File: src/rtl/tc_sampler_pkg.sv
// rtl/tc_sampler_pkg.sv - shared types, frame field positions and widths for the thermocouple sampler
package tc_sampler_pkg;

    typedef enum logic [2:0] {
        ST_STARTUP = 3'd0,
        ST_REQ     = 3'd1,
        ST_WAIT    = 3'd2,
        ST_CAPTURE = 3'd3,
        ST_GAP     = 3'd4
    } state_e;

    localparam int TC_MSB    = 31;
    localparam int TC_LSB    = 18;
    localparam int FAULT_BIT = 16;
    localparam int JT_MSB    = 15;
    localparam int JT_LSB    = 4;

    localparam int TC_W  = 14;
    localparam int JT_W  = 12;
    localparam int FLT_W = 4;

    function automatic int max3(input int a, input int b, input int c);
        int m;
        m = (a > b) ? a : b;
        return (m > c) ? m : c;
    endfunction

endpackage

File: src/rtl/multi_thermocouple_sampler_if.sv
// rtl/multi_thermocouple_sampler_if.sv - request/response handshake between the sampler and the shared SPI master
interface multi_thermocouple_sampler_if #(
    parameter int SW = 2
);
    logic          spi_not_busy;
    logic [31:0]   spi_rx_data;
    logic          spi_ena;
    logic [SW-1:0] spi_sel;

    // master: the sampler side that issues requests; slave: the SPI engine that serves them
    modport master (
        input  spi_not_busy,
        input  spi_rx_data,
        output spi_ena,
        output spi_sel
    );

    modport slave (
        output spi_not_busy,
        output spi_rx_data,
        input  spi_ena,
        input  spi_sel
    );
endinterface

File: src/rtl/tc_frame_decode.sv
// rtl/tc_frame_decode.sv - slices a 32-bit converter frame into temperature, junction and fault fields
module tc_frame_decode
    import tc_sampler_pkg::*;
(
    input  logic [31:0]      frame_i,
    output logic [TC_W-1:0]  tc_o,
    output logic [JT_W-1:0]  jt_o,
    output logic [FLT_W-1:0] fault_o
);

    assign tc_o    = frame_i[TC_MSB:TC_LSB];
    assign jt_o    = frame_i[JT_MSB:JT_LSB];
    assign fault_o = {frame_i[FAULT_BIT], frame_i[2:0]};

endmodule

File: src/rtl/multi_thermocouple_sampler.sv
// rtl/multi_thermocouple_sampler.sv - round-robin sampler of N_CH thermocouple converters over one SPI master
module multi_thermocouple_sampler
    import tc_sampler_pkg::*;
#(
    parameter int N_CH           = 4,
    parameter int STARTUP_CYCLES = 144000,
    parameter int GAP_CYCLES     = 48000,
    parameter int TIMEOUT_CYCLES = 4096,
    parameter int CW             = $clog2(max3(STARTUP_CYCLES, GAP_CYCLES, TIMEOUT_CYCLES) + 1),
    parameter int SW             = (N_CH > 1) ? $clog2(N_CH) : 1
) (
    input  logic                   clk,
    input  logic                   rst,
    multi_thermocouple_sampler_if.master spi,
    output logic [TC_W*N_CH-1:0]   tc_temp_data,
    output logic [JT_W*N_CH-1:0]   junction_temp_data,
    output logic [FLT_W*N_CH-1:0]  fault_bits,
    output logic [N_CH-1:0]        timeout_flags,
    output logic                   sample_valid,
    output logic [SW-1:0]          sample_ch,
    output logic                   any_fault
);

    state_e  state_q, state_d;
    logic [CW-1:0] cnt_q, cnt_d;
    logic [SW-1:0] ch_q, ch_d;
    logic    spi_ena_q, spi_ena_d;
    logic    capture, timeout_evt;

    logic [TC_W*N_CH-1:0]  tc_q;
    logic [JT_W*N_CH-1:0]  jt_q;
    logic [FLT_W*N_CH-1:0] flt_q;
    logic [N_CH-1:0]       to_q;
    logic                  sv_q;
    logic [SW-1:0]         sch_q;
    logic                  af_q;

    logic [TC_W-1:0]  dec_tc;
    logic [JT_W-1:0]  dec_jt;
    logic [FLT_W-1:0] dec_flt;

    tc_frame_decode u_decode (
        .frame_i (spi.spi_rx_data),
        .tc_o    (dec_tc),
        .jt_o    (dec_jt),
        .fault_o (dec_flt)
    );

    always_ff @(posedge clk) begin
        if (rst) begin
            state_q   <= ST_STARTUP;
            cnt_q     <= '0;
            ch_q      <= '0;
            spi_ena_q <= 1'b0;
        end else begin
            state_q   <= state_d;
            cnt_q     <= cnt_d;
            ch_q      <= ch_d;
            spi_ena_q <= spi_ena_d;
        end
    end

    // cnt restarts on every transition; the handshake outranks the REQ timeout
    always_comb begin
        state_d     = state_q;
        cnt_d       = cnt_q + CW'(1);
        ch_d        = ch_q;
        spi_ena_d   = 1'b0;
        capture     = 1'b0;
        timeout_evt = 1'b0;
        case (state_q)
            ST_STARTUP: begin
                if (cnt_q == CW'(STARTUP_CYCLES - 1)) begin
                    state_d = ST_REQ;
                    cnt_d   = '0;
                    ch_d    = '0;
                end
            end
            ST_REQ: begin
                if (!spi.spi_not_busy) begin
                    state_d = ST_WAIT;
                    cnt_d   = '0;
                end else if (cnt_q == CW'(TIMEOUT_CYCLES - 1)) begin
                    timeout_evt = 1'b1;
                    state_d     = ST_GAP;
                    cnt_d       = '0;
                end else begin
                    spi_ena_d = 1'b1;
                end
            end
            ST_WAIT: begin
                if (spi.spi_not_busy) begin
                    state_d = ST_CAPTURE;
                    cnt_d   = '0;
                end else if (cnt_q == CW'(TIMEOUT_CYCLES - 1)) begin
                    timeout_evt = 1'b1;
                    state_d     = ST_GAP;
                    cnt_d       = '0;
                end
            end
            ST_CAPTURE: begin
                capture = 1'b1;
                state_d = ST_GAP;
                cnt_d   = '0;
            end
            ST_GAP: begin
                if (cnt_q == CW'(GAP_CYCLES - 1)) begin
                    ch_d    = (ch_q == SW'(N_CH - 1)) ? '0 : ch_q + SW'(1);
                    state_d = ST_REQ;
                    cnt_d   = '0;
                end
            end
            default: begin
                state_d = ST_REQ;
                cnt_d   = '0;
            end
        endcase
    end

    // per-channel register file: only the slot addressed by ch is touched
    always_ff @(posedge clk) begin
        if (rst) begin
            tc_q  <= '0;
            jt_q  <= '0;
            flt_q <= '0;
            to_q  <= '0;
            sv_q  <= 1'b0;
            sch_q <= '0;
            af_q  <= 1'b0;
        end else begin
            for (int k = 0; k < N_CH; k++) begin
                if (ch_q == SW'(k)) begin
                    if (capture) begin
                        tc_q[k*TC_W +: TC_W]    <= dec_tc;
                        jt_q[k*JT_W +: JT_W]    <= dec_jt;
                        flt_q[k*FLT_W +: FLT_W] <= dec_flt;
                        to_q[k]                 <= 1'b0;
                    end else if (timeout_evt) begin
                        to_q[k] <= 1'b1;
                    end
                end
            end
            sv_q <= capture;
            if (capture) begin
                sch_q <= ch_q;
            end
            af_q <= (|flt_q) | (|to_q);
        end
    end

    assign spi.spi_ena         = spi_ena_q;
    assign spi.spi_sel         = ch_q;
    assign tc_temp_data        = tc_q;
    assign junction_temp_data  = jt_q;
    assign fault_bits          = flt_q;
    assign timeout_flags       = to_q;
    assign sample_valid        = sv_q;
    assign sample_ch           = sch_q;
    assign any_fault           = af_q;

endmodule
File: src/flat_wrapper.sv
// flat-port wrapper written by rule: the top's interface ports become plain ports
module multi_thermocouple_sampler_flat import tc_sampler_pkg::*;
#(
    parameter int N_CH           = 4,
    parameter int STARTUP_CYCLES = 144000,
    parameter int GAP_CYCLES     = 48000,
    parameter int TIMEOUT_CYCLES = 4096,
    parameter int CW             = $clog2(max3(STARTUP_CYCLES, GAP_CYCLES, TIMEOUT_CYCLES) + 1),
    parameter int SW             = (N_CH > 1) ? $clog2(N_CH) : 1
)
  (clk, rst, tc_temp_data, junction_temp_data, fault_bits, timeout_flags, sample_valid, sample_ch, any_fault, spi_spi_not_busy, spi_spi_rx_data, spi_spi_ena, spi_spi_sel);
  multi_thermocouple_sampler_if #(.SW(SW)) spi_i ();
  input  logic clk;
  input  logic rst;
  output logic [TC_W*N_CH-1:0] tc_temp_data;
  output logic [JT_W*N_CH-1:0] junction_temp_data;
  output logic [FLT_W*N_CH-1:0] fault_bits;
  output logic [N_CH-1:0] timeout_flags;
  output logic sample_valid;
  output logic [SW-1:0] sample_ch;
  output logic any_fault;
  input wire logic [$bits(spi_i.spi_not_busy)-1:0] spi_spi_not_busy;
  input wire logic [$bits(spi_i.spi_rx_data)-1:0] spi_spi_rx_data;
  output wire logic [$bits(spi_i.spi_ena)-1:0] spi_spi_ena;
  output wire logic [$bits(spi_i.spi_sel)-1:0] spi_spi_sel;
  assign spi_i.spi_not_busy = spi_spi_not_busy;
  assign spi_i.spi_rx_data = spi_spi_rx_data;
  assign spi_spi_ena = spi_i.spi_ena;
  assign spi_spi_sel = spi_i.spi_sel;
  multi_thermocouple_sampler #(.N_CH(N_CH), .STARTUP_CYCLES(STARTUP_CYCLES), .GAP_CYCLES(GAP_CYCLES), .TIMEOUT_CYCLES(TIMEOUT_CYCLES), .CW(CW), .SW(SW)) u_core (.clk(clk), .rst(rst), .spi(spi_i), .tc_temp_data(tc_temp_data), .junction_temp_data(junction_temp_data), .fault_bits(fault_bits), .timeout_flags(timeout_flags), .sample_valid(sample_valid), .sample_ch(sample_ch), .any_fault(any_fault));
endmodule
File: config.mk
export PLATFORM = sky130hd
export DESIGN_NAME = multi_thermocouple_sampler_flat
export DESIGN_NICKNAME = d
export VERILOG_FILES = /design/src/rtl/tc_sampler_pkg.sv /design/src/rtl/multi_thermocouple_sampler_if.sv /design/src/rtl/tc_frame_decode.sv /design/src/rtl/multi_thermocouple_sampler.sv /design/src/flat_wrapper.sv
export SDC_FILE = /design/constraint.sdc
export NUM_CORES = 1
export LEC_CHECK = 0
export ABC_AREA = 0
export BUFFER_PORTS_ARGS = -buffer_cell sky130_fd_sc_hd__buf_2
export CORE_MARGIN = 10
export CORE_UTILIZATION = 50
export DETAILED_ROUTE_END_ITERATION = 6
export GPL_ROUTABILITY_DRIVEN = 0
export PLACE_DENSITY = 0.85
export SLEW_MARGIN = 10
export SYNTH_ARGS = -nofsm -noshare
export SYNTH_HDL_FRONTEND = slang
export SYNTH_SLANG_ARGS = --single-unit
File: constraint.sdc
create_clock -name clk -period 3.1 [get_ports clk]
set_clock_uncertainty 0.1 [all_clocks]
set_input_delay 0 -clock clk [delete_from_list [all_inputs] [get_ports clk]]
set_output_delay 0 -clock clk [all_outputs]
set_load 0.02 [all_outputs]
==> summary.md, run 1 <==
| Metric | Value |
|---|---|
| Clock sink count | 152 |
| Vias/cell | 5.32 |
| Status | completed |
| Peak supply drop | 370 uV |
| CTS tree | built |
| Post-synth top flop | dfxtp_1 |
| Non-Filler Instances | 1051 |
| Fin Setup TNS | 0 ns |
| Pre-CTS setup slack | 0.543 ns |
| Post-CTS Setup Inserts | 0 |
| Initial cell density of the core | 0.508 |
| Share of cells above drive strength 1 | 0.236 |
| Syn nets | 756 |
| HP Class | input port to register |
| EDFF count, synth | 0 |
| Crit Path Max Fanout | 23 |
| Initial DRC Count | 589 |
| Wire length per cell | 16.1 um |
| Maximum clock insertion buffer count | 2 |
| Min Tclk post-route | 2.72 ns |
| Pin slew with the least headroom to its limit | 0.807 ns |
| Gr usage total | 0.203 |
| First drt pass iteration count | 5 |
| DR DRC count | 0 |
| Largest net degree at the start of global routing | 81 |
| F_max | 368 MHz |
| Site Rows | 39 |
| Vias in the first global route | 5179 |
| FFs w/ async S/R, synth | 0 |
| Clock Pin Slew Worst Setup and Hold Paths | 0.06 ns |
| Multi-input gate area | 0.00248 mm^2 |
| Die Wd | 127 um |
| Final nets | 934 |
| Most common cell after layout, fill and taps aside | nand2_1 |
| Num CTS Buffers | 17 |
| Crit start category | register |
| RSZ-0062 raised after global routing | false |
| Core Area | 0.0113 mm^2 |
| Root Buffer | clkbuf_16 |
| Remaining antenna violation count | 0 |
| Min Hold Slack | 0.305 ns |
| Final period util | 0.878 |
| Sequential Area | 0.00304 mm^2 |
| Synth unique cells | 49 |
| Clock Latency Late Sink | 0.42 ns |
| Max Cap Viol | 0 |
| Final Hold Viols | 0 |
| PortBufs | 163 |
| Drt total wl | 17000 um |
| PwrDens | 556 mW/mm^2 |
| Crit. End Element | register |
| Filler cells | 929 |
| Final setup margin | 0.379 ns |
| H-tree depth | 4 |
| Post-synthesis sequential area ratio | 0.529 |
| Tot Pwr | 4.21 mW |
| Via count | 5588 |
| Synthesis-to-layout area growth | 31.6% |
| Remaining Overflow, GRT | 0 |
| Max-slew violations | 0 |
| WP data required | 3.36 ns |
| Slew margin rel. | 0.462 |
| Mean Syn Cell Area | 8.04 um^2 |
| Syn. warnings | 0 |
| Die height | 127 um |
| Detailed placer's ending HPWL | 11100 um |
| Critical Path AT | 2.98 ns |
| Gate Count Post-Synth | 716 |
| Synth Cell Area | 0.00575 mm^2 |
| Crit path kind | register to register |
| Yosys reg bits | 152 |
| Leak | 3.09 nW |
| First-pass GRT wire length | 27100 um |
| Die Area | 0.0162 mm^2 |
| Initial antenna violation count | 1 |
| Commonest cells after routing, fill and taps aside | nand2_1 (251), buf_2 (162), dfxtp_1 (152) |
| IO Count | 166 |
| Final setup fails | 0 |
| Placed Cells | 983 |
## worst max-delay path, stage by stage (launching register included)
cell and delay [ns]:
dfxtp_1 0.51, and3b_1 0.49, and2_1 0.41, buf_4 0.37
nand2_1 0.09, a21oi_1 0.12, dlygate4sd3_1 0.55
## flip-flops by register name (all words and copies together) (netlist names)
signal,flops
u_core.tc_temp_data,56
u_core.junction_temp_data,48
u_core.cnt_q,18
u_core.fault_bits,16
u_core.timeout_flags,4
u_core.state_q,3
u_core.sample_ch,2
u_core.spi.spi_sel,2
u_core.any_fault,1
u_core.sample_valid,1
u_core.spi.spi_ena,1
## logic make-up (layout without fill, tap and decap cells)
family	Yosys count	in the layout	synth area share
adders and majority gates	5	5	0.0109
buffers and inverters	58	249	0.0400
and+or+nand+nor	322	322	0.244
xor gates and xnor gates	11	11	0.0167
AOI/OAI and AO/OA	166	166	0.156
DFF	152	152	0.529
muxes	2	2	0.00348
other	0	1	0
## Yosys cell counts (all sizes together), types with 4 or more instances
master    n  area [um^2]
xnor2     8         70.1
ha        5         62.6
nand2   251          942
clkbuf   43          163
a21oi   143          716
a22oi     5         37.5
inv       7         26.3
nor4      6         37.5
nand4     9         71.3
buf       8         41.3
or4       4         31.3
nor3      6         30.0
o21ai     6         33.8
dfxtp   152         3040
and2      7         43.8
or3       6         40.0
nand2b    6         37.5
nor2     10         37.5
## stage by stage
| step | area, um^2 | util |
|---|---|---|
| 5_1_grt | 7570 | 0.669 |
| 3_3_place_gp | 6640 | 0.586 |
| 3_5_place_dp | 6640 | 0.586 |
| 6_report | 7570 | 0.669 |
| 4_1_cts | 7570 | 0.669 |
| 2_1_floorplan | 5750 | - |
## report_power, final
group          leakage (nW)  switching (mW)  total (mW)  internal [mW]
clock network         0.290           0.800        2.02           1.22
logic                  1.58           0.101       0.180         0.0792
registers              1.22          0.0268        2.01           1.98
total                  3.09           0.928        4.21           3.28
## path summary, 6_finish.rpt
kind                                                     start                                          to  slack, ns  cells past startpoint
worst max-delay path            u_core.state_q[1]$_SDFFE_PP0P_        u_core.tc_temp_data[26]$_SDFFE_PP0P_       0.38                      6
worst min-delay path                        spi_spi_rx_data[9]  u_core.junction_temp_data[29]$_SDFFE_PP0P_       0.30                      4
worst max register to register  u_core.state_q[1]$_SDFFE_PP0P_        u_core.tc_temp_data[26]$_SDFFE_PP0P_       0.38                      6
worst min register to register      u_core.cnt_q[0]$_SDFF_PP0_                  u_core.cnt_q[0]$_SDFF_PP0_       0.35                      1
## metal layers
layer | global-route usage | wire length, um | vias to the layer above
met4 | 0.0723 | 415 | 0
met3 | 0.0583 | 1320 | 34
met5 | 0 | 0 | -
met2 | 0.341 | 8410 | 225
li1 | - | - | 2746
met1 | 0.241 | 6820 | 2583
## area by class of cell
class,instances,area share
Sequential cell,152,0.402
Timing Repair Buffer,210,0.166
Multi-Input combinational cell,506,0.328
Clock inverter,12,0.0164
Inverter,7,0.00347
Tap cell,143,0.0236
Antenna cell,1,0.000331
Clock buffer,20,0.0603
## repair_timing
action / in CTS / in global routing
hold endpoints to repair: 127 / 0
setup endpoints to repair: 0 / 0
hold buffers: 35 / 0
gates resized for setup: 0 / 0
Note: power is estimated with default switching activity, not from simulation.
==> run 2: changes to the inputs <==
CAP_MARGIN = 20   (was unset)
CORE_ASPECT_RATIO = 1.2   (was unset)
==> run 2 against run 1 <==
Sequential share of layout area grew 0.31 points; via count fell by 0.14%; power is 3.1% lower; fmax up 6.0%; critical path depth fell by 1; critical path type unchanged; largest cell class unchanged.
==> summary.md, run 2 (synthesized netlist as in run 1, its figures left out) <==
| Metric | Value |
|---|---|
| Remaining Overflow, GRT | 0 |
| CTS tree | built |
| Status | completed |
| Fin Setup TNS | 0 ns |
| Peak supply drop | 320 uV |
| Num CTS Buffers | 17 |
| Final nets | 928 |
| Initial DRC Count | 387 |
| CP delay by family, top | compound AO/OA/AOI/OAI gates |
| WP data required | 3.25 ns |
| F_max | 390 MHz |
| H-tree depth | 4 |
| Max-slew violations | 0 |
| Post-CTS Setup Inserts | 0 |
| PortBufs | 163 |
| # hold bufs at CTS | 31 |
| Die height | 138 um |
| Share of cells above drive strength 1 | 0.232 |
| First-pass GRT wire length | 26800 um |
| First drt pass iteration count | 6 |
| Slowest stage delay, CP | 0.71 ns |
| Crit. End Element | register |
| Pin slew with the least headroom to its limit | 0.773 ns |
| Cells on worst reg2reg path | 5 |
| FF-to-FF Start | u_core.cnt_q[0]$_SDFF_PP0_ |
| Detailed placer's ending HPWL | 11500 um |
| Wire length per cell | 16.3 um |
| Min Tclk post-route | 2.57 ns |
| Critical Path AT | 2.71 ns |
| Clock Pin Slew Worst Setup and Hold Paths | 0.06 ns |
| Die Wd | 118 um |
| Post-CTS sizing | 0 |
| Clock Latency Late Sink | 0.41 ns |
| Hold path depth | 2 |
| IO Count | 166 |
| Drt total wl | 17200 um |
| Crit-path slowest cell | a221oi_4 |
| Crit Path Max Fanout | 18 |
| Final setup fails | 0 |
| Initial cell density of the core | 0.517 |
| Crit path kind | register to register |
| Final Hold Viols | 0 |
| Core Area | 0.0111 mm^2 |
| Initial antenna violation count | 0 |
| Setup crit end | u_core.cnt_q[15]$_SDFF_PP0_ |
| Via count | 5580 |
| Pre-CTS setup slack | 0.585 ns |
| Vias/cell | 5.29 |
| Worst path bufs/invs | 0 |
| Largest net degree at the start of global routing | 70 |
| Max reg flops | 56 |
| RSZ-0062 raised after global routing | false |
| Critical Path Start | u_core.cnt_q[0]$_SDFF_PP0_ |
| Slew margin rel. | 0.478 |
| Gr usage total | 0.201 |
| Worst reg2reg setup slack | 0.53 ns |
| Clock sink count | 152 |
| Commonest cells after routing, fill and taps aside | nand2_1 (251), buf_2 (162), dfxtp_1 (152) |
| Root Buffer | clkbuf_16 |
| Vias in the first global route | 5361 |
| CP cell instances | ha_1 -> nand2_1 -> or4b_1 -> a221oi_4 -> a22oi_1 |
| Leak | 3.02 nW |
| Critical path depth | 5 |
| Die Area | 0.0162 mm^2 |
| Reg-to-reg endpoint | u_core.cnt_q[15]$_SDFF_PP0_ |
| Final period util | 0.828 |
| Maximum clock insertion buffer count | 2 |
| DR DRC count | 0 |
| Remaining antenna violation count | 0 |
| Synthesis-to-layout area growth | 30.6% |
| Site Rows | 42 |
| Most common cell after layout, fill and taps aside | nand2_1 |
| HP Class | input port to register |
| Max Cap Viol | 0 |
| PwrDens | 543 mW/mm^2 |
| Final setup margin | 0.533 ns |
| Crit start category | register |
## run 2: worst min path at each step
| stage | startpoint | end |
|---|---|---|
| after floorplan | spi_spi_rx_data[4] | u_core.junction_temp_data[0]$_SDFFE_PP0P_ |
| after detailed placement | spi_spi_rx_data[23] | u_core.tc_temp_data[5]$_SDFFE_PP0P_ |
| after global routing | rst | u_core.sample_ch[0]$_SDFFE_PP0P_ |
| final | rst | u_core.junction_temp_data[22]$_SDFFE_PP0P_ |
| after global placement | spi_spi_rx_data[7] | u_core.junction_temp_data[27]$_SDFFE_PP0P_ |
| after CTS | rst | u_core.sample_ch[0]$_SDFFE_PP0P_ |
## run 2: where the power goes
part / switching (mW) / leakage, nW / internal (mW)
Combinational: 0.102 / 1.55 / 0.0777
Sequential: 0.0286 / 1.22 / 1.98
Clock: 0.792 / 0.253 / 1.10
## run 2: layer usage
layer	share of wire	GRT usage	up-vias
li1	-	-	2722
met1	0.41	0.228	2613
met2	0.50	0.350	204
met3	0.063	0.0471	41
met4	0.030	0.100	0
met5	0	0	-
## run 2: stage by stage
step	cells	power, mW	area [um^2]	util	hold slack, ns
after floorplan	716	2.14	5750	-	0.0360
after global placement	992	2.19	6660	0.598	0.176
after detailed placement	992	2.20	6660	0.598	0.181
after CTS	1054	4.09	7510	0.674	0.0208
after global routing	1054	4.19	7510	0.674	0.0540
final	1055	4.08	7510	0.674	0.0253
## run 2: cell type report
cell class                 count  area [um^2]
clock inverter                11          101
multi-input combinational    506         2480
antenna                        1         2.50
inverter                       7         26.3
tap                          154          193
timing repair buffer         204         1230
fill                         893         3630
clock buffer                  20          437
sequential                   152         3040
==> run 3: changes to the inputs <==
CORE_UTILIZATION = 46   (was 50)
PLACE_DENSITY = 0.83   (was 0.85)
clock period = 2.3 ns   (was 3.1 ns; I/O delays follow)
==> run 3 against run 2 <==
Worst setup slack got worse by 0.39 ns; final cell count rose by 1.7%; count of clock-buffer cells in the layout rose by 1; sequential cell count did not move; die area rose by 7.3%; routed wire length rose by 4.1%; non-clock buffer count rose by 12; critical path type unchanged; largest power group unchanged.
==> summary.md, run 3 (synthesized netlist as in run 1, its figures left out) <==
| Metric | Value |
|---|---|
| Slowest stage delay, CP | 0.75 ns |
| Final nets | 940 |
| Remaining Overflow, GRT | 0 |
| DR DRC count | 0 |
| Critical Path AT | 2.39 ns |
| HP Class | input port to register |
| Pin slew with the least headroom to its limit | 1.10 ns |
| Utilization after layout | 0.631 |
| RSZ-0062 raised after global routing | false |
| Gr usage total | 0.199 |
| Critical Path Start | u_core.cnt_q[3]$_SDFF_PP0_ |
| Final Hold Viols | 0 |
| Commonest cells after routing, fill and taps aside | nand2_1 (251), buf_2 (162), dfxtp_1 (152) |
| Peak supply drop | 459 uV |
| Crit. End Element | register |
| Max Cap Viol | 0 |
| Initial DRC Count | 455 |
| Final period util | 0.938 |
| Drt total wl | 17900 um |
| Die Area | 0.0174 mm^2 |
| Crit path kind | register to register |
| Setup crit end | u_core.cnt_q[15]$_SDFF_PP0_ |
| F_max | 464 MHz |
| CP cell instances | nand4_4 -> or4_2 -> or3_2 -> a22oi_1 |
| Cells on worst reg2reg path | 4 |
| Initial cell density of the core | 0.473 |
| WP data required | 2.53 ns |
| Status | completed |
| Reg-to-reg endpoint | u_core.cnt_q[15]$_SDFF_PP0_ |
| PwrDens | 727 mW/mm^2 |
| Largest net degree at the start of global routing | 110 |
| Die Wd | 122 um |
| Vias/cell | 5.28 |
| Max reg flops | 56 |
| Via count | 5662 |
| Crit start category | register |
| Wire length per cell | 16.7 um |
| Min Tclk post-route | 2.16 ns |
| Min Hold Slack | 0.303 ns |
| Worst reg2reg setup slack | 0.14 ns |
| Core Area | 0.0122 mm^2 |
| Final setup fails | 0 |
| ANT cells | 0 |
| Fin Setup TNS | 0 ns |
| Root Buffer | clkbuf_16 |
| Site Rows | 44 |
| Share of cells above drive strength 1 | 0.243 |
| Die height | 143 um |
| First-pass GRT wire length | 28000 um |
| Num CTS Buffers | 17 |
| Clock Pin Slew Worst Setup and Hold Paths | 0.06 ns |
| CTS tree | built |
| Initial antenna violation count | 0 |
| Crit Path Max Fanout | 9 |
| Max-slew violations | 0 |
| Clock sink count | 152 |
| PortBufs | 163 |
| Most common cell after layout, fill and taps aside | nand2_1 |
| Vias in the first global route | 5496 |
| Maximum clock insertion buffer count | 2 |
| IO Count | 166 |
| First drt pass iteration count | 6 |
| Slew margin rel. | 0.266 |
| Remaining antenna violation count | 0 |
| Leak | 3.10 nW |
| H-tree depth | 4 |
| Clock Latency Late Sink | 0.41 ns |
| Detailed placer's ending HPWL | 11700 um |
| Post-CTS Setup Inserts | 0 |
| Synthesis-to-layout area growth | 33.3% |
| Crit-path slowest cell | or4_2 |
| FF-to-FF Start | u_core.cnt_q[3]$_SDFF_PP0_ |
[run 3: cell count changes in the layout (fill, tap and decap cells not counted), sizes merged]
cell | previous run | this run
clkinvlp | 4 | 5
diode | 1 | 0
dlygate4sd3 | 31 | 32
buf | 173 | 184
clkbuf | 20 | 21
clkinv | 4 | 2
[run 3: power by group]
group | total (mW) | internal, mW | leakage (nW) | switching [mW]
logic | 0.258 | 0.118 | 1.61 | 0.140
registers | 2.70 | 2.67 | 1.22 | 0.0364
clock network | 2.62 | 1.54 | 0.258 | 1.08
[run 3: routing by layer]
metal,global-route usage,part of all wire,vias to the layer above
met5,0,0,-
met4,0.100,0.034,0
met3,0.0611,0.069,56
met2,0.340,0.51,215
met1,0.219,0.39,2632
li1,-,-,2759
[run 3: final cells by class]
type,instances,area (um^2)
clock buffer,21,460
inverter,7,26.3
fill,1040,4500
tap,161,201
clock inverter,10,95.1
sequential,152,3040
timing repair buffer,216,1360
multi-input combinational,506,2490
[run 3: per-stage QoR]
| step | worst slack (ns) | instances | area [um^2] | power, mW |
|---|---|---|---|---|
| 6_report | 0.143 | 1073 | 7670 | 5.58 |
| 3_5_place_dp | 0.0816 | 1010 | 6790 | 2.97 |
| 3_3_place_gp | 0.153 | 1010 | 6790 | 2.97 |
| 2_1_floorplan | 0.190 | 716 | 5750 | 2.88 |
| 4_1_cts | 0.0687 | 1073 | 7670 | 5.61 |
| 5_1_grt | 0.0323 | 1073 | 7670 | 5.77 |
[run 3: worst min path at each step]
stage	from	to	slack, ns	depth (start not counted)
after floorplan	spi_spi_rx_data[4]	u_core.junction_temp_data[0]$_SDFFE_PP0P_	0.04	2
after global routing	spi_spi_rx_data[7]	u_core.junction_temp_data[15]$_SDFFE_PP0P_	0.32	4
after detailed placement	spi_spi_rx_data[13]	u_core.junction_temp_data[9]$_SDFFE_PP0P_	0.18	3
final	spi_spi_rx_data[5]	u_core.junction_temp_data[37]$_SDFFE_PP0P_	0.30	4
after CTS	spi_spi_rx_data[14]	u_core.junction_temp_data[10]$_SDFFE_PP0P_	0.29	4
after global placement	spi_spi_rx_data[20]	u_core.tc_temp_data[30]$_SDFFE_PP0P_	0.18	3
[run 3: repair_timing]
action	4_1_cts	5_1_grt
endpoints found under the setup margin	0	4
hold buffers	32	0
gates resized for setup	0	2
endpoints found under the hold margin	127	0
[run 3: critical path, delay by kind of cell (launching register included)]
family / cells / cell delay (ns)
simple gates: 3 / 1.37
compound gates: 1 / 0.15
flops: 1 / 0.45
